### src/rtl/aftab_dawu.sv
// aftab_dawu: data adjustment write unit. Serialises a 1-4 byte store into
// single-byte memory writes, handshaking each byte with memReady.
// Ports: clk, rst (async active-low); addrIn/dataIn/nBytes/startDAWU request;
//   memReady byte accept; checkMisalignedDAWU enables alignment check;
//   addrOut/dataOut/writeMem byte port; completeDAWU done pulse;
//   storeMisalignedFlag combinational misalignment indication.
// Option: define AFTAB_DAWU_BIG_ENDIAN_EN to emit bytes MSB-first.
module aftab_dawu #(
    parameter int len = 32
) (
    input  logic           clk,
    input  logic           rst,
    input  logic [len-1:0] addrIn,
    input  logic [len-1:0] dataIn,
    input  logic [1:0]     nBytes,
    input  logic           startDAWU,
    input  logic           memReady,
    input  logic           checkMisalignedDAWU,
    output logic [len-1:0] addrOut,
    output logic [7:0]     dataOut,
    output logic           storeMisalignedFlag,
    output logic           completeDAWU,
    output logic           writeMem
);

    typedef enum logic [1:0] {
        IDLE  = 2'd0,
        WRITE = 2'd1,
        DONE  = 2'd2
    } stateT;

    stateT          state;
    stateT          nextState;
    logic [len-1:0] addrReg;
    logic [len-1:0] dataReg;
    logic [1:0]     countReg;
    logic [1:0]     index;
    logic [1:0]     lane;
    logic           accept;
    logic           lastByte;

    // nBytes=0 is always aligned; halfwords need bit 0 clear,
    // anything wider needs both low bits clear.
    always_comb begin
        storeMisalignedFlag = 1'b0;
        if (checkMisalignedDAWU) begin
            if (nBytes == 2'd1)
                storeMisalignedFlag = addrIn[0];
            else if (nBytes != 2'd0)
                storeMisalignedFlag = (addrIn[1:0] != 2'b00);
        end
    end

    assign accept   = (state == IDLE) && startDAWU && !storeMisalignedFlag;
    assign lastByte = (index == countReg);

    // State register
    always_ff @(posedge clk or negedge rst) begin
        if (!rst)
            state <= IDLE;
        else
            state <= nextState;
    end

    // Next-state logic
    always_comb begin
        nextState = state;
        unique case (state)
            IDLE:    if (accept) nextState = WRITE;
            WRITE:   if (memReady && lastByte) nextState = DONE;
            DONE:    nextState = IDLE;
            default: nextState = IDLE;
        endcase
    end

    // Request latch and byte index
    always_ff @(posedge clk or negedge rst) begin
        if (!rst) begin
            addrReg  <= '0;
            dataReg  <= '0;
            countReg <= 2'd0;
            index    <= 2'd0;
        end else if (accept) begin
            addrReg  <= addrIn;
            dataReg  <= dataIn;
            countReg <= nBytes;
            index    <= 2'd0;
        end else if (state == WRITE && memReady && !lastByte) begin
            index <= index + 2'd1;
        end
    end

`ifdef AFTAB_DAWU_BIG_ENDIAN_EN
    // index never exceeds countReg, so the subtraction cannot wrap.
    assign lane = countReg - index;
`else
    assign lane = index;
`endif

    // Output logic
    always_comb begin
        writeMem     = 1'b0;
        completeDAWU = 1'b0;
        addrOut      = '0;
        dataOut      = 8'h00;
        unique case (state)
            WRITE: begin
                writeMem = 1'b1;
                addrOut  = addrReg + len'(index);
                dataOut  = 8'(dataReg >> {lane, 3'b000});
            end
            DONE:    completeDAWU = 1'b1;
            default: ;
        endcase
    end

endmodule

### config.mk
export PLATFORM = sky130hd
export DESIGN_NAME = aftab_dawu
export DESIGN_NICKNAME = d
export VERILOG_FILES = /design/src/rtl/aftab_dawu.sv
export SDC_FILE = /design/constraint.sdc
export NUM_CORES = 1
export LEC_CHECK = 0
export CAP_MARGIN = 20
export CORE_MARGIN = 3
export CORE_UTILIZATION = 51
export CTS_CLUSTER_SIZE = 40
export DETAILED_ROUTE_END_ITERATION = 10
export PLACE_DENSITY = 0.85
export SYNTH_ARGS = -nofsm -noshare
export SYNTH_HDL_FRONTEND = slang
export SYNTH_SLANG_ARGS = --single-unit
### constraint.sdc
create_clock -name clk -period 3.38 [get_ports clk]
set_clock_uncertainty 0.1 [all_clocks]
set_input_delay 0.338 -clock clk [delete_from_list [all_inputs] [get_ports clk]]
set_output_delay 0.338 -clock clk [all_outputs]
set_load 0.02 [all_outputs]
==> impl_metrics.json, run 1 <==
{
  "top_layer": "met4",
  "dpl_cell_area_um2": 5040,
  "hold_viol_final": 0,
  "syn_nets": 403,
  "insertion_delay_ns": 0.34,
  "syn_inst": 329,
  "start_kind": "flop",
  "ys_types": 48,
  "end_kind": "output port",
  "start_util": 0.529,
  "status": "finished, final reports clean",
  "grt_max_degree": 71,
  "core_um2": 7290,
  "dr.pass1.iters": 4,
  "placement.io_buffers": 113,
  "synth-xor-area-share": 0.0272,
  "crit_path_end": "addrOut[26]",
  "synthAdderAreaFrac": 0.0117,
  "drt-total-wl_um": 9320,
  "cts_hold_buffers": 0,
  "vdd_drop_max_mv": 0.483,
  "path_class": "flop to output port",
  "reg2reg_to": "addrReg[16]",
  "fin_ws_ns": 0.138,
  "r2r_start": "state[0]",
  "vias_per_cell": 5.77,
  "synthesis.area_um2": 3860,
  "crit_path_start": "addrReg[0]",
  "dr_wl_met2_um": 4640,
  "relSlewSlack": 0.402,
  "ys_ff_latch": 70,
  "overflow": 0,
  "synth_top_family_by_area": "multiplexers",
  "ctsResizeCount": 16,
  "cts_setup_buffers": 0,
  "synth_flop_cell": "dfrtp_1",
  "n_fill_cell": 557,
  "p_per_area_nw_per_um2": 926,
  "cts.sinks": 70,
  "ys_seq_area_frac": 0.454,
  "dieArea_um2": 8650,
  "post-route-min-period_ns": 3.24,
  "drive_above_1_share": 0.243,
  "gp_congestion": 0.908,
  "clockBufferDepth": 2,
  "rows": 31,
  "io_pins": 114,
  "routedWlPerCell_um": 17.1,
  "cp.arrival_ns": 2.80,
  "antenna_cells": 0,
  "synthSimpleGateAreaFrac": 0.155,
  "setup_viol": 0,
  "fmax_ghz": 0.308,
  "finalCritPeriodShare": 0.959,
  "design_area_um2": 5230,
  "r2r_setup_slack_ns": 1.37,
  "antenna_found_initial": 0,
  "worstPathRequired_ns": 2.94,
  "min_path_type": "input port to asynchronous set/reset pin",
  "slew_viol_final": 0,
  "grt_pass1_vias": 3237,
  "cts_buffers": 9,
  "grt_pass1_wl_um": 15300,
  "rsz0062_at_grt": "false",
  "yosys_warnings": 0,
  "synthArstFlopShare": 1.00,
  "drtIter0Drc": 162,
  "synth_top_cell_by_area": "dfrtp_1",
  "die_w_um": 93.0,
  "leakage_uw": 0.00210,
  "yosysTopAreaCellShare": 0.454,
  "ff2ff_path_depth": 2,
  "crit_fanout": 10,
  "drv_cap": 0,
  "pre_cts_slack_ns": 0.135,
  "cts_tree": "yes",
  "dp_hpwl_um": 6670,
  "wl_met1_um": 3780,
  "num-nets-final": 514,
  "drc": 0,
  "netlist_top_cells_area": "dfrtp_1 (45%), mux2_2 (19%), mux4_2 (4.7%)",
  "ant_nets": 0,
  "synth-compound-area-share": 0.0736,
  "dieHeight_um": 93.0,
  "total_power_uw": 4850,
  "yosys-mux-area-fraction": 0.242,
  "syn2layout_area_growth_pct": 35.6,
  "tightest_slew_ns": 0.897,
  "vias": 3141,
  "met3_length_um": 751,
  "ctsRootBufferMaster": "clkbuf_8",
  "setup_tns_ns": 0,
  "grt.total_usage": 0.226,
  "clk_pin_slew_ns": 0.07,
  "synth.avg_cell_area_um2": 11.7,
  "htreeDepth": 3,
  "synth-edff-count": 0
}
-- final cells by class --
| cell class | instances | area (um^2) | share of cell area |
|---|---|---|---|
| clock buffer | 12 | 135 | 0.0258 |
| clock inverter | 4 | 47.5 | 0.00909 |
| inverter | 7 | 26.3 | 0.00502 |
| multi-input combinational | 233 | 1980 | 0.379 |
| sequential | 70 | 1750 | 0.335 |
| tap | 99 | 124 | 0.0237 |
| timing repair buffer | 119 | 1160 | 0.222 |
-- metal layers --
| metal | global-route usage | up-vias |
|---|---|---|
| met3 | 0.0636 | 18 |
| li1 | - | 1447 |
| met1 | 0.277 | 1538 |
| met2 | 0.387 | 138 |
| met4 | 0.0720 | 0 |
| met5 | 0 | - |
-- report_power, final --
group / switching [uW] / internal, uW
clock: 304 / 339
combinational: 1220 / 1320
sequential: 405 / 1260
-- worst max-delay path: stages (launching register included) --
cell,delay (ns)
dfrtp_1,0.36
ha_1,0.20
fa_1,0.26
nand2_1,0.17
or3_4,0.43
or4_1,0.53
a21oi_1,0.15
dlygate4sd2_1,0.35
-- cells by family (layout without fill, tap and decap cells) --
group,Yosys count,after routing
flops,70,70
mux,75,75
buf+inv,26,142
simple gates,96,96
xor+xnor,12,12
compound gates,47,47
fa+ha+maj,3,3
-- Yosys cell counts (3+ instances only) --
cell type  count
a21oi_1       20
and2_1        14
and4_2         3
buf_2          3
buf_6          3
clkbuf_1      10
dfrtp_1       70
inv_1          7
mux2_2        66
mux4_2         8
nand2_1       14
nand3_1        8
nand4_1        8
nor2_1        11
nor4_1         5
o21ai_0       10
o31ai_1        8
or3_1          6
or4_1         10
xnor2_1        9
xor2_1         3
-- cells in the final DEF, fill, tap and decap left out, types with 4 or more instances in the layout --
cell type,synthesis,layout
o31ai_1,8,8
mux2_2,66,66
dfrtp_1,70,70
clkdlybuf4s50_1,0,96
clkbuf_8,1,9
nor4_1,5,4
inv_1,7,7
nor2_1,11,11
and2_1,14,14
buf_4,2,6
dlygate4sd2_1,0,12
or4_1,10,9
nand2_1,14,14
or3_1,6,5
nand4_1,8,8
xnor2_1,9,9
a21oi_1,20,20
nand3_1,8,8
mux4_2,8,8
o21ai_0,10,10
-- metrics by stage --
stage               hold WS (ns)  cells  utilization
floorplan                -0.0576    329            -
global placement           0.383    528        0.691
detailed placement         0.391    528        0.691
CTS                        0.123    544        0.716
global route               0.164    544        0.718
finish                    0.0725    544        0.718
-- how the worst min path moves through the flow --
stage | start | end | slack, ns | depth (start not counted)
final | rst | addrReg[15] | 0.07 | 2
after global placement | dataReg[9] | dataReg[9] | 0.38 | 1
after CTS | rst | addrReg[15] | 0.12 | 2
after floorplan | rst | addrReg[0] | -0.06 | 0
after detailed placement | dataReg[13] | dataReg[13] | 0.39 | 1
after global routing | rst | addrReg[15] | 0.16 | 2
-- flip-flops by register name, indices dropped and copies added (netlist names) --
name / cells
state: 2
addrReg: 32
countReg: 2
dataReg: 32
index: 2
Power figures use the tool's default switching activity.
==> run 2, diff against run 1 <==
Settings changed: CORE_ASPECT_RATIO set to 0.6, SETUP_SLACK_MARGIN set to 0.02.
==> run 2 against run 1 <==
Combinational power increased by 2%. Sequential share of layout area fell by 1.1 points. First-iteration DRC count increased by 30%. Worst hold slack improved by 0.33 ns. Sequential cell count is the same. Maximum frequency up 0.32%. Largest cell class unchanged. Largest power group unchanged.
==> impl_metrics.json, run 2 (same netlist as run 1, synthesis figures left out) <==
{
  "min_to": "dataReg[22]",
  "critPathMaxStageDelay_ns": 0.56,
  "status": "finished, final reports clean",
  "post-route-min-period_ns": 3.23,
  "drv_cap": 0,
  "layout_common_cells": "clkdlybuf4s50_1 (97), dfrtp_1 (70), mux2_2 (66), a21oi_1 (20)",
  "rsz0062_at_grt": "false",
  "hold_viol_final": 0,
  "critical-path-top-delay-family": "compound AO/OA/AOI/OAI gates",
  "crit_top_cell": "a21oi_1",
  "ctsRootBufferMaster": "clkbuf_16",
  "reg2reg_to": "addrReg[0]",
  "end_kind": "output port",
  "cts.sinks": 70,
  "hold_start": "dataReg[22]",
  "grt_max_degree": 70,
  "crit_fanout": 15,
  "hold_depth": 1,
  "cp.arrival_ns": 2.79,
  "syn2layout_area_growth_pct": 40.2,
  "clk_pin_slew_ns": 0.06,
  "power_frac_seq": 0.320,
  "p_int_uw": 3270,
  "rows": 23,
  "grt_pass1_wl_um": 16500,
  "fmax_ghz": 0.309,
  "multi_input_area_um2": 1980,
  "htreeDepth": 3,
  "die_w_um": 118,
  "vdd_drop_max_mv": 0.450,
  "p_clk_frac": 0.195,
  "ant_nets": 0,
  "slew_viol_final": 0,
  "r2r_setup_slack_ns": 1.36,
  "clockBufferDepth": 2,
  "ff2ff_path_depth": 2,
  "drt-total-wl_um": 10300,
  "total_power_uw": 5310,
  "cts_setup_buffers": 0,
  "register_area_um2": 1750,
  "path_cells": "ha_1, a21oi_1, or4_4, o41ai_1, a21oi_1, clkdlybuf4s50_1",
  "final_common_cell": "clkdlybuf4s50_1",
  "core_um2": 6990,
  "routedWlPerCell_um": 18.7,
  "setup_viol": 0,
  "antenna_cells": 0,
  "p_sw_uw": 2040,
  "dieArea_um2": 8680,
  "grt.total_usage": 0.245,
  "pwr-share-comb": 0.485,
  "fin_cells": 549,
  "placement.io_buffers": 113,
  "leakage_uw": 0.00217,
  "path_class": "flop to output port",
  "vias": 3190,
  "worstPathRequired_ns": 2.94,
  "post-place-cells": 532,
  "min_path_type": "flop to flop",
  "io_pins": 114,
  "antenna_found_initial": 0,
  "dieHeight_um": 73.4,
  "start_kind": "flop",
  "tightest_slew_ns": 0.903,
  "relSlewSlack": 0.398,
  "setup_tns_ns": 0,
  "critPathSlowestCell": "or4_4",
  "top_regs": "addrReg x32, dataReg x32",
  "post-route-util": 0.774,
  "grt_pass1_vias": 3281,
  "path_buf_inv": 1,
  "vias_per_cell": 5.81,
  "start_util": 0.552,
  "cts_buffers": 9,
  "dp_hpwl_um": 7310,
  "finalCritPeriodShare": 0.956,
  "cts_tree": "yes",
  "drtIter0Drc": 210,
  "insertion_delay_ns": 0.32,
  "drc": 0,
  "dr.pass1.iters": 5,
  "n_fill_cell": 475,
  "num-nets-final": 518,
  "drive_above_1_share": 0.254,
  "r2r_start": "state[0]",
  "overflow": 0,
  "gp_congestion": 0.890,
  "switching_share": 0.385,
  "p_per_area_nw_per_um2": 982
}
## run 2: power groups by stage
stage,sequential (uW),combinational (uW),clock [uW]
2_1_floorplan,1540,1740,0
3_3_place_gp,1650,2560,0
3_5_place_dp,1690,2620,0
4_1_cts,1690,2590,1050
5_1_grt,1750,2770,1080
6_report,1700,2580,1030
## run 2: what timing repair did
item / CTS / global route
resized for setup: 15 / 3
hold endpoints to repair: 22 / 0
hold buffers: 1 / 0
endpoints found under the setup margin: 13 / 3
## run 2: through the flow
stage | cell area [um^2] | hold slack, ns | worst slack (ns)
2_1_floorplan | 3860 | -0.0576 | 0.761
3_3_place_gp | 5070 | 0.233 | 0.325
3_5_place_dp | 5070 | 0.234 | 0.251
4_1_cts | 5400 | 0.404 | 0.0241
5_1_grt | 5410 | 0.414 | 0.0329
6_report | 5410 | 0.407 | 0.148
## run 2: worst max path at each step
stage,startpoint,endpoint,slack [ns],cells past startpoint
floorplan,addrReg[0],addrOut[24],0.76,7
global placement,index[0],addrOut[26],0.33,7
detailed placement,addrReg[0],addrOut[24],0.25,7
CTS,addrReg[1],addrOut[31],0.02,6
global route,addrReg[1],addrOut[17],0.03,6
finish,addrReg[1],addrOut[27],0.15,6
## run 2: worst reg2reg max path: stages, from the launching register on
cell	delay (ns)
dfrtp_1	0.41
or4b_4	0.95
mux2_2	0.45
## run 2: layout make-up
class,count,share of cell area
clock buffer,10,0.0442
sequential,70,0.324
timing repair buffer,123,0.220
multi-input combinational,233,0.367
inverter,7,0.00486
tap,100,0.0231
clock inverter,6,0.0171
## run 2: metal layers
layer	GRT usage	share of wire	vias up
li1	-	-	1461
met1	0.313	0.43	1583
met2	0.412	0.48	131
met3	0.0785	0.078	15
met4	0.0623	0.010	0
met5	0	0	-
==> run 3, diff against run 2 <==
Settings changed: PLACE_DENSITY 0.85 to 0.83.
==> run 3 against run 2 <==
Worst setup slack got worse by 0.037 ns. The run now ends with hold timing left. Power decreased by 1.9%. Critical path depth unchanged. Combinational power about the same. Worst hold slack got worse by 0.42 ns.
==> impl_metrics.json, run 3 (same netlist as run 1, synthesis figures left out) <==
{
  "register_area_um2": 1750,
  "power_frac_seq": 0.327,
  "dieHeight_um": 73.4,
  "crit_fanout": 14,
  "hold_ws_ns": -0.00879,
  "ff2ff_path_depth": 2,
  "p_sw_uw": 2040,
  "vdd_drop_max_mv": 0.491,
  "rows": 23,
  "placement.io_buffers": 113,
  "htreeDepth": 3,
  "grt_pass1_wl_um": 16600,
  "drive_above_1_share": 0.261,
  "post-route-min-period_ns": 3.27,
  "die_w_um": 118,
  "antenna_found_initial": 0,
  "status": "complete, but fails checks",
  "final_common_cell": "clkdlybuf4s50_1",
  "multi_input_area_um2": 1980,
  "relSlewSlack": 0.390,
  "n_fill_cell": 475,
  "crit_path_start": "addrReg[5]",
  "drc": 0,
  "layout_common_cells": "clkdlybuf4s50_1 (97), dfrtp_1 (68), mux2_2 (66), a21oi_1 (20)",
  "p_int_uw": 3170,
  "p_clk_frac": 0.180,
  "core_um2": 6990,
  "finalCritPeriodShare": 0.967,
  "worstPathRequired_ns": 2.94,
  "ant_nets": 0,
  "ctsRootBufferMaster": "clkbuf_16",
  "clk_pin_slew_ns": 0.06,
  "drt-total-wl_um": 10300,
  "grt_max_degree": 70,
  "drtIter0Drc": 226,
  "p_per_area_nw_per_um2": 968,
  "drv_cap": 0,
  "pwr-share-comb": 0.493,
  "end_kind": "output port",
  "tightest_slew_ns": 0.916,
  "dp_hpwl_um": 7300,
  "vias_per_cell": 5.75,
  "r2r_start": "state[0]",
  "top_regs": "addrReg x32, dataReg x32",
  "violations": "hold timing",
  "grt.total_usage": 0.245,
  "cts_buffers": 9,
  "cp.arrival_ns": 2.83,
  "dpl_cell_area_um2": 5060,
  "clockBufferDepth": 2,
  "r2r_setup_slack_ns": 1.33,
  "setup_viol": 0,
  "grt_pass1_vias": 3152,
  "hold_viol_final": 6,
  "dr.pass1.iters": 4,
  "leakage_uw": 0.00216,
  "io_pins": 114,
  "min_path_type": "input port to asynchronous set/reset pin",
  "path_class": "flop to output port",
  "start_kind": "flop",
  "start_util": 0.552,
  "gp_congestion": 0.869,
  "reg2reg_to": "addrReg[31]",
  "crit_path_end": "addrOut[23]",
  "rsz0062_at_grt": "true",
  "antenna_cells": 0,
  "fmax_ghz": 0.306,
  "routedWlPerCell_um": 18.8,
  "overflow": 0,
  "num-nets-final": 518,
  "insertion_delay_ns": 0.33,
  "post-place-cells": 531,
  "fin_cells": 549,
  "vias": 3155,
  "cts_tree": "yes",
  "design_area_um2": 5380,
  "dieArea_um2": 8680,
  "switching_share": 0.392,
  "setup_tns_ns": 0,
  "syn2layout_area_growth_pct": 39.5,
  "cts.sinks": 70,
  "slew_viol_final": 0
}
-- run 3: cell types whose count changed in the layout (fill, tap and decap cells not counted), sizes merged --
cell,change
buf,+1
bufinv,-1
clkbuf,-1
clkinv,+1
clkinvlp,+2
dlygate4sd2,-1
dlygate4sd3,-1
dlymetal6s2s,+1
inv,-1
-- run 3: final cells by class --
| cell class | instances | share of cell area |
|---|---|---|
| clock buffer | 9 | 0.0418 |
| clock inverter | 7 | 0.0137 |
| inverter | 7 | 0.00488 |
| multi-input combinational | 233 | 0.369 |
| sequential | 70 | 0.326 |
| tap | 100 | 0.0232 |
| timing repair buffer | 123 | 0.222 |
-- run 3: per-stage QoR --
step / power (uW) / hold WS, ns / setup slack (ns) / util
global placement: 4210 / 0.374 / 0.250 / 0.723
global route: 5510 / 0.0660 / -0.00124 / 0.770
finish: 5210 / -0.00879 / 0.111 / 0.770
detailed placement: 4310 / 0.376 / 0.155 / 0.723
floorplan: 3270 / -0.0576 / 0.761 / -
CTS: 5230 / 0.0177 / 0.0135 / 0.766
-- run 3: worst min-delay path by stage --
stage / to / depth (start not counted)
after global routing: dataReg[8] / 1
after detailed placement: dataReg[8] / 1
after global placement: dataReg[8] / 1
after floorplan: addrReg[0] / 0
final: dataReg[8] / 1
after CTS: dataReg[8] / 1
-- run 3: power by group through the flow --
stage          Clock [uW]  Combinational, uW  Sequential, uW
6_report              937               2570            1700
5_1_grt               975               2770            1770
4_1_cts               946               2600            1690
3_5_place_dp            0               2620            1690
3_3_place_gp            0               2560            1650
2_1_floorplan           0               1740            1540
-- run 3: layer usage --
metal,GRT usage,routed length [um]
met1,0.334,4680
met2,0.395,4860
met3,0.0685,640
met4,0.0584,133
met5,0,0
-- run 3: critical path, cell delays in order, from the launching register on --
cell           delay (ns)
dfrtp_1              0.47
nand4_4              0.22
or4_4                0.69
buf_4                0.18
or4_1                0.40
a21oi_1              0.17
dlygate4sd2_1        0.36
-- run 3: repair_timing --
item / in CTS / in global routing
setup endpoints to repair: 13 / 4
buffers inserted: 0 / 2
pin swaps: 0 / 1
resized for setup: 16 / 4
hold buffers: 0 / 0
